<file path="config.mk">
export PLATFORM = sky130hd
export DESIGN_NAME = seg_display_scan
export DESIGN_NICKNAME = d
export VERILOG_FILES = /design/src/rtl/seg_pkg.sv /design/src/rtl/seg_decoder.sv /design/src/rtl/seg_display_scan.sv
export SDC_FILE = /design/constraint.sdc
export NUM_CORES = 1
export LEC_CHECK = 0
export ABC_AREA = 1
export CORE_ASPECT_RATIO = 2
export CORE_MARGIN = 2
export CORE_UTILIZATION = 30
export CTS_CLUSTER_DIAMETER = 80
export DETAILED_ROUTE_END_ITERATION = 6
export PLACE_DENSITY = 0.57
export SLEW_MARGIN = 20
export SYNTH_ARGS = -nofsm -noshare
export SYNTH_HDL_FRONTEND = slang
export SYNTH_SLANG_ARGS = --single-unit
</file>
<file path="constraint.sdc">
create_clock -name clk -period 1.5 [get_ports clk]
set_input_delay 0.3 -clock clk [delete_from_list [all_inputs] [get_ports clk]]
set_output_delay 0.3 -clock clk [all_outputs]
set_load 0.05 [all_outputs]
</file>
<file path="src/rtl/seg_pkg.sv">
// Shared segment constants and nibble-to-pattern decode for the multiplexed 7-segment driver.
// Patterns are active-low with bit 0 = segment a through bit 6 = segment g.
package seg_pkg;

  localparam logic [6:0] SEG_BLANK = 7'h7F;
  localparam logic [6:0] SEG_DASH  = 7'b0111111;

  // Index 15 first, down to index 0; A-F all render as a dash.
  localparam logic [15:0][6:0] SEG_PATTERNS = {
    SEG_DASH, SEG_DASH, SEG_DASH, SEG_DASH, SEG_DASH, SEG_DASH,
    7'h10, 7'h00, 7'h78, 7'h02, 7'h12,
    7'h19, 7'h30, 7'h24, 7'h79, 7'h40
  };

  function automatic logic [6:0] bcd_to_seg(input logic [3:0] nibble);
    return SEG_PATTERNS[nibble];
  endfunction

endpackage

</file>
<file path="src/rtl/seg_decoder.sv">
// Combinational nibble decoder used on the currently scanned digit.
module seg_decoder
  import seg_pkg::*;
(
  input  logic [3:0] nibble,
  output logic [6:0] seg
);

  assign seg = bcd_to_seg(nibble);

endmodule

</file>
<file path="src/rtl/seg_display_scan.sv">
// Multiplexed common-anode 7-segment scanner with blink, leading-zero blanking and shadowed loads.
// Define SEG_DP_EN to add the decimal-point input dp and output dp_n.
module seg_display_scan
  import seg_pkg::*;
#(
  parameter int NUM_DIGITS = 4,
  parameter int CLK_HZ     = 100000000,
  parameter int REFRESH_HZ = 1000,
  parameter int BLINK_HZ   = 2
) (
  input  logic                    clk,
  input  logic                    rst,
  input  logic [4*NUM_DIGITS-1:0] value,
  input  logic                    load,
  input  logic [NUM_DIGITS-1:0]   blink_mask,
  input  logic                    blank_lz,
`ifdef SEG_DP_EN
  input  logic [NUM_DIGITS-1:0]   dp,
  output logic                    dp_n,
`endif
  output logic [6:0]              seg,
  output logic [NUM_DIGITS-1:0]   an
);

  localparam int SCAN_DIV  = CLK_HZ / (REFRESH_HZ * NUM_DIGITS);
  localparam int BLINK_DIV = CLK_HZ / (2 * BLINK_HZ);
  localparam int SCAN_W    = $clog2(SCAN_DIV) + 1;
  localparam int BLINK_W   = $clog2(BLINK_DIV) + 1;
  localparam int IDX_W     = (NUM_DIGITS > 1) ? $clog2(NUM_DIGITS) : 1;

  if (SCAN_DIV < 1) begin : g_bad_scan_div
    $error("seg_display_scan: scan divisor must be at least 1");
  end
  if (BLINK_DIV < 1) begin : g_bad_blink_div
    $error("seg_display_scan: blink divisor must be at least 1");
  end

  logic [SCAN_W-1:0]       scan_cnt_q, scan_cnt_d;
  logic [BLINK_W-1:0]      blink_cnt_q, blink_cnt_d;
  logic                    phase_on_q, phase_on_d;
  logic [IDX_W-1:0]        idx_q, idx_d;
  logic [4*NUM_DIGITS-1:0] shadow_val_q, shadow_val_d;
  logic [NUM_DIGITS-1:0]   shadow_mask_q, shadow_mask_d;
  logic [6:0]              seg_q, seg_d;
  logic [NUM_DIGITS-1:0]   an_q, an_d;
  logic                    scan_tick;
  logic                    blink_tick;
  logic [3:0]              cur_nibble;
  logic [6:0]              dec_seg;
  logic [NUM_DIGITS-1:0]   lz_mask;
  logic                    lz_run;
  logic                    blink_off;
  logic                    blank;

  seg_decoder u_decoder (
    .nibble (cur_nibble),
    .seg    (dec_seg)
  );

  assign scan_tick  = (scan_cnt_q == SCAN_W'(SCAN_DIV - 1));
  assign blink_tick = (blink_cnt_q == BLINK_W'(BLINK_DIV - 1));
  assign cur_nibble = shadow_val_q[idx_q*4 +: 4];
  assign blink_off  = shadow_mask_q[idx_q] && !phase_on_q;

  // A digit is a leading zero when it and every higher digit are zero; digit 0 never is.
  always_comb begin
    lz_mask = '0;
    lz_run  = 1'b1;
    for (int i = NUM_DIGITS - 1; i >= 1; i--) begin
      lz_run     = lz_run && (shadow_val_q[i*4 +: 4] == 4'd0);
      lz_mask[i] = lz_run;
    end
  end

  assign blank = blink_off || (blank_lz && lz_mask[idx_q]);

  always_comb begin
    scan_cnt_d    = scan_tick ? '0 : scan_cnt_q + 1'b1;
    blink_cnt_d   = blink_tick ? '0 : blink_cnt_q + 1'b1;
    phase_on_d    = blink_tick ? !phase_on_q : phase_on_q;
    shadow_val_d  = load ? value : shadow_val_q;
    shadow_mask_d = load ? blink_mask : shadow_mask_q;
    idx_d         = idx_q;
    seg_d         = seg_q;
    an_d          = an_q;
    // The tick latches the digit at the current index, then moves the index on.
    if (scan_tick) begin
      idx_d = (idx_q == IDX_W'(NUM_DIGITS - 1)) ? '0 : idx_q + 1'b1;
      seg_d = blank ? SEG_BLANK : dec_seg;
      an_d  = ~(NUM_DIGITS'(1) << idx_q);
    end
  end

  always_ff @(posedge clk) begin
    if (rst) begin
      scan_cnt_q    <= '0;
      blink_cnt_q   <= '0;
      phase_on_q    <= 1'b1;
      idx_q         <= '0;
      shadow_val_q  <= '0;
      shadow_mask_q <= '0;
      seg_q         <= SEG_BLANK;
      an_q          <= '1;
    end else begin
      scan_cnt_q    <= scan_cnt_d;
      blink_cnt_q   <= blink_cnt_d;
      phase_on_q    <= phase_on_d;
      idx_q         <= idx_d;
      shadow_val_q  <= shadow_val_d;
      shadow_mask_q <= shadow_mask_d;
      seg_q         <= seg_d;
      an_q          <= an_d;
    end
  end

  assign seg = seg_q;
  assign an  = an_q;

`ifdef SEG_DP_EN
  logic [NUM_DIGITS-1:0] shadow_dp_q, shadow_dp_d;
  logic                  dp_n_q, dp_n_d;

  always_comb begin
    shadow_dp_d = load ? dp : shadow_dp_q;
    dp_n_d      = dp_n_q;
    if (scan_tick) begin
      dp_n_d = !(shadow_dp_q[idx_q] && !blink_off);
    end
  end

  always_ff @(posedge clk) begin
    if (rst) begin
      shadow_dp_q <= '0;
      dp_n_q      <= 1'b1;
    end else begin
      shadow_dp_q <= shadow_dp_d;
      dp_n_q      <= dp_n_d;
    end
  end

  assign dp_n = dp_n_q;
`endif

endmodule

</file>
---- Word level (Yosys, flattened, before mapping) ----
Memory sizes are Yosys's and may differ from the RTL's.
Index checks and enable logic that the tools add are counted.
W data, S select, Z words.
word-level totals
  flip-flop bits (word level) ............. 76
  bits in read-only memories .............. 112
  output and inout bits ................... 11
  word-level logic and storage cells ...... 38
  memories ................................ 1
memory list
  name             depth  bits a word  read ports  clocked after memory_dff  wr ports  line           text
  (no name shown)  16     7            1           0                         0         seg_pkg.sv:16  return SEG_PATTERNS[nibble];
cells by class
  $add $sub $neg .......................... 3
  magnitude comparators ................... 2
  eq/ne operators ......................... 3
  shifts and indexed selects .............. 2
  mux-type cells .......................... 7
  bitwise operators ....................... 1
  reductions and logical operators ........ 11
operators with widths
  kind                     count
  $add A26 B1 Y26 const B  1
  $eq A26 B25 Y1 const B   1
  $add A16 B1 Y16 const B  1
  $eq A16 B15 Y1 const B   1
  $shiftx A16 B5 Y4        1
  $mux W7                  2
  $logic_not A4 Y1         3
  $lt A4 B5 Y1 const B     1
  $bmux W1 S2              2
  $logic_and A1 B1 Y1      4
  $not A4 Y4               1
  $reduce_or A2 Y1         2
  $shl A1 B2 Y4 const A    1
  $lt A2 B3 Y1 const B     1
  $add A2 B1 Y2 const B    1
  $eq A2 B2 Y1 const B     1
  $mux W1                  2
  $mux W2                  1
  $logic_not A1 Y1         1
  $logic_or A1 B1 Y1       1

---- Longest topological paths before layout ----
  depth after elaboration ................. 8
  depth in mapped cells ................... 13
  mapped depth without buffers ............ 12

---- Modules after synthesis ----
From an unflattened synthesis, not the netlist that was laid out.
unflattened totals
  cell total of the unflattened synthesis .. 575
  area, all modules ....................... 3,905.0 um2
modules (own cells, without submodules)
  module            times used  cells an instance  area each (um2)  seq. area each (um2)
  seg_display_scan  1           540                3,717.3          1,521.5
  seg_decoder       1           35                 187.7            0.0

---- Worst setup path before layout ----
No wires, ideal clock.
  kind .................................... register to register
  start ................................... reg idx_q[0]
  end ..................................... reg seg_q[6], in the netlist seg[6]
  setup time .............................. 0.114 ns
  data arrival time ....................... 1.475 ns
  setup slack ............................. -0.089 ns
  stages on the path, launching flop included .. 12
  path through ............................ dfxtp_1 inv_2 buf_2 nand2_1 nand3_1 nand2_1 inv_1 ha_1 o21ai_1 nor2_1 o21bai_1 inv_1
on the way
  cells in the longest elaborated chain, start to end .. 5
  elaborated cells between the ends (all ways) .. 11
  classes of those cells .................. shift (1); mux (6); reduce/logical (3); memory (1)
RTL lines
  what                                                                    line                     text
  from (decl)                                                             seg_display_scan.sv:41   logic [IDX_W-1:0] idx_q, idx_d;
  from (signal assigned)                                                  seg_display_scan.sv:108  idx_q <= idx_d;
  parallel branches: the longest is 4 deep, another holds $mem_v2 Z16 W7  --
  $mux W7 (*)                                                             seg_display_scan.sv:89   seg_d = blank ? SEG_BLANK : dec_seg;
  to (signal assigned)                                                    seg_display_scan.sv:111  seg_q <= seg_d;
  to (decl)                                                               seg_display_scan.sv:44   logic [6:0] seg_q, seg_d;
Mark *: on every way between the ends. The select of a mux whose other input is x is not followed.
A chain may end at the register's enable or synchronous reset.

---- Worst setup path in the final report ----
  start ................................... reg idx_q[0]
  end ..................................... reg seg_q[0], in the netlist seg[0]
The elaborated chain is that of the path after synthesis.

==> results by group <==
Worst setup path
  – Cell chain of the critical path: buf_6 > buf_4 > nand2_4 > nand3_4 > buf_4 > nand3_1 > nand3_2 > nand4_1 > nand2_1 > inv_1
  – WP data arrival: 1740 ps
  – Worst Setup End Kind: register
  – CP most frequent cell: buf_4
  – Kind of critical path: reg -> reg
  – Worst Path Max Fanout: 6
  – CP max stage cell: dfxtp_4
  – Worst EP required: 1740 ps
  – Startpoint types: register
  – Slowest cell delay on critical path: 410 ps

Logic synthesis
  – Synth top area share: 0.399
  – FFs w/ async S/R, synth: 0
  – Cells after Synth: 535
  – Most common cell in the netlist: nand2_1
  – Synthesized flop and latch total: 76
  – Top post-synthesis cells by count: nand2_1 (97), nor2_1 (90), dfxtp_1 (76)
  – Cell taking the most area after synthesis: dfxtp_1
  – Yosys cell types: 32
  – EDFF count, synth: 0
  – Synth area leaders: dfxtp_1 (40%), nand2_1 (9.6%), nor2_1 (8.9%), inv_1 (6.0%), a21oi_1 (4.5%)
  – Post-synthesis cell area: 3810 sq um
  – Seq/Total Area, Yosys: 0.399
  – Prevailing post-synth register cell: dfxtp_1
  – Syn Nets: 570
  – Synth Area per Inst: 7.12 sq um
  – Yosys warns: 0

Clock network
  – # hold bufs at CTS: 0
  – CTS tree: yes
  – Max H-tree Level: 3
  – Clock Sinks: 76
  – Root Buffer: clkbuf_16
  – Worst-path clk slew: 60 ps
  – Worst skew pair latency: 340 ps
  – Num CTS Buffers: 9
  – Longest Clk Path Bufs: 2

Cells and area
  – Diode count: 0
  – FILL cells: 1258
  – Layout cells sized above 1: 0.296
  – Area Growth Syn to Fin: 45.5%
  – Post-route cell area: 5540 sq um
  – Final nets: 670

Timing
  – Max Freq: 0.668 GHz
  – Min cycle time layout: 1500 ps
  – Tcrit/Tclk final: 0.998
  – Max_slew headroom: 0.620
  – Hold Fails Final Rpt: 0
  – RSZ-0062 raised after global routing: yes
  – Endpoints failing setup: 0
  – Fin Setup TNS: 0 ps
  – Final hold slack: 464 ps
  – Slew Limit Fails: 0
  – Clock skew: 4.76 ps
  – Worst Max-Slew Pin Slew: 569 ps

Global routing
  – Vias in the first global route: 3584
  – First-pass GRT wire length: 15.6 mm
  – Grt ovf: 0
  – GRT Resource Usage Total: 0.143
  – Initial antenna violation count: 0
  – Largest net degree at the start of global routing: 24

Floorplan
  – Number of I/O pins: 35
  – Initial Utilization: 0.305
  – Die width: 83.7 microns
  – Core ar.: 12500 sq um
  – Die Y: 163 microns
  – Die footprint: 13700 sq um
  – Rows: 58

Placement
  – Port Buffer Count: 34
  – Dpl hpwl: 7.23 mm
  – Gp weighted congestion: 0.910
  – Cell area after placement: 4810 sq um

Route
  – Final WL: 9.82 mm
  – DRC: 0
  – 1st-iter DRT viols: 172
  – Routed WL per cell: 12.5 microns
  – First-pass DRT Iterations: 4
  – Routed Antenna Nets: 0
  – Vias after detailed routing: 3677
  – Via/cell ratio: 4.67

Power and ir drop
  – LEAKAGE: 2.35 nW
  – Worst vdd ir: 0.000680 V
  – Pwr Total: 4.67 mW
  – Power Density: 843 nW/um^2

Min path
  – Worst min path class: reg -> reg

Outcome
  – Outcome: finished, final reports clean

Flow run
  – Max-cap violations: 0
==> flip-flops by register name, summed over array words and instances (netlist names) <==
name / count
an: 4
phase_on_q: 1
scan_cnt_q: 16
idx_q: 2
shadow_mask_q: 4
seg: 7
blink_cnt_q: 26
shadow_val_q: 16
==> layer usage <==
layer	vias up	track usage	wire [microns]
met3	24	0.0293	245
met1	1677	0.135	3550
met4	0	0.0792	365
met2	72	0.279	5660
li1	1904	-	-
met5	-	0	0
==> final timing paths <==
| check | start | end | slack [ps] | cells past startpoint |
|---|---|---|---|---|
| worst min register to register | blink_cnt_q[23] | blink_cnt_q[23] | 460 | 2 |
| worst min-delay path | blink_cnt_q[23] | blink_cnt_q[23] | 460 | 2 |
| worst max-delay path | idx_q[0] | seg[0] | 2 | 10 |
| worst max register to register | idx_q[0] | seg[0] | 2 | 10 |
==> through the flow <==
| step | worst slack [ps] | instances | utilization |
|---|---|---|---|
| floorplan | 2.97 | 535 | - |
| global placement | -55.8 | 761 | 0.385 |
| detailed placement | -94.2 | 761 | 0.385 |
| CTS | 2.36 | 778 | 0.415 |
| global route | -59.8 | 788 | 0.444 |
| finish | 2.50 | 788 | 0.444 |
==> cell families (layout without fill, tap and decap cells) <==
group | Yosys count | in the layout | share of synthesized area
AOI/OAI and AO/OA | 66 | 66 | 0.0887
xor gates and xnor gates | 19 | 19 | 0.0437
adders and majority gates | 11 | 11 | 0.0361
buffers and inverters | 80 | 181 | 0.0864
DFF | 76 | 76 | 0.399
and+or+nand+nor | 283 | 285 | 0.346
==> repair_timing <==
| item | in CTS | in global routing |
|---|---|---|
| buffers inserted | 2 | 10 |
| hold endpoints to repair | 0 | 0 |
| pin swaps | 7 | 33 |
| resized for setup | 16 | 81 |
| cloned | 1 | 1 |
| setup endpoints to repair | 42 | 43 |
==> placed cells by master (no fill, tap or decap), drive strengths merged, types with 10 or more instances in the layout <==
master	n
a21oi	34
clkbuf	10
buf	76
ha	11
clkdlybuf4s50	23
nand3	39
nand2	107
nor2	101
inv	68
nand4	12
o21ai	30
nor3	14
xor2	13
dfxtp	76
==> power breakdown <==
group	switching, mW	internal, mW
Sequential	0.0391	2.07
Clock	0.840	1.31
Combinational	0.204	0.205
Total	1.08	3.59
==> worst max-delay path: cells and delay by family, from the launching register on <==
kind          cells  cell delay [ps]
buf+inv           4              430
flops             1              410
simple gates      6              570
==> layout make-up <==
class	count	area (sq um)	share of cell area
sequential	76	1540	0.277
multi-input combinational	381	2280	0.412
timing repair buffer	99	986	0.178
clock inverter	4	51.3	0.00925
clock buffer	10	239	0.0431
inverter	68	260	0.0469
tap	150	188	0.0339
Note: power is estimated with default switching activity, not from simulation.
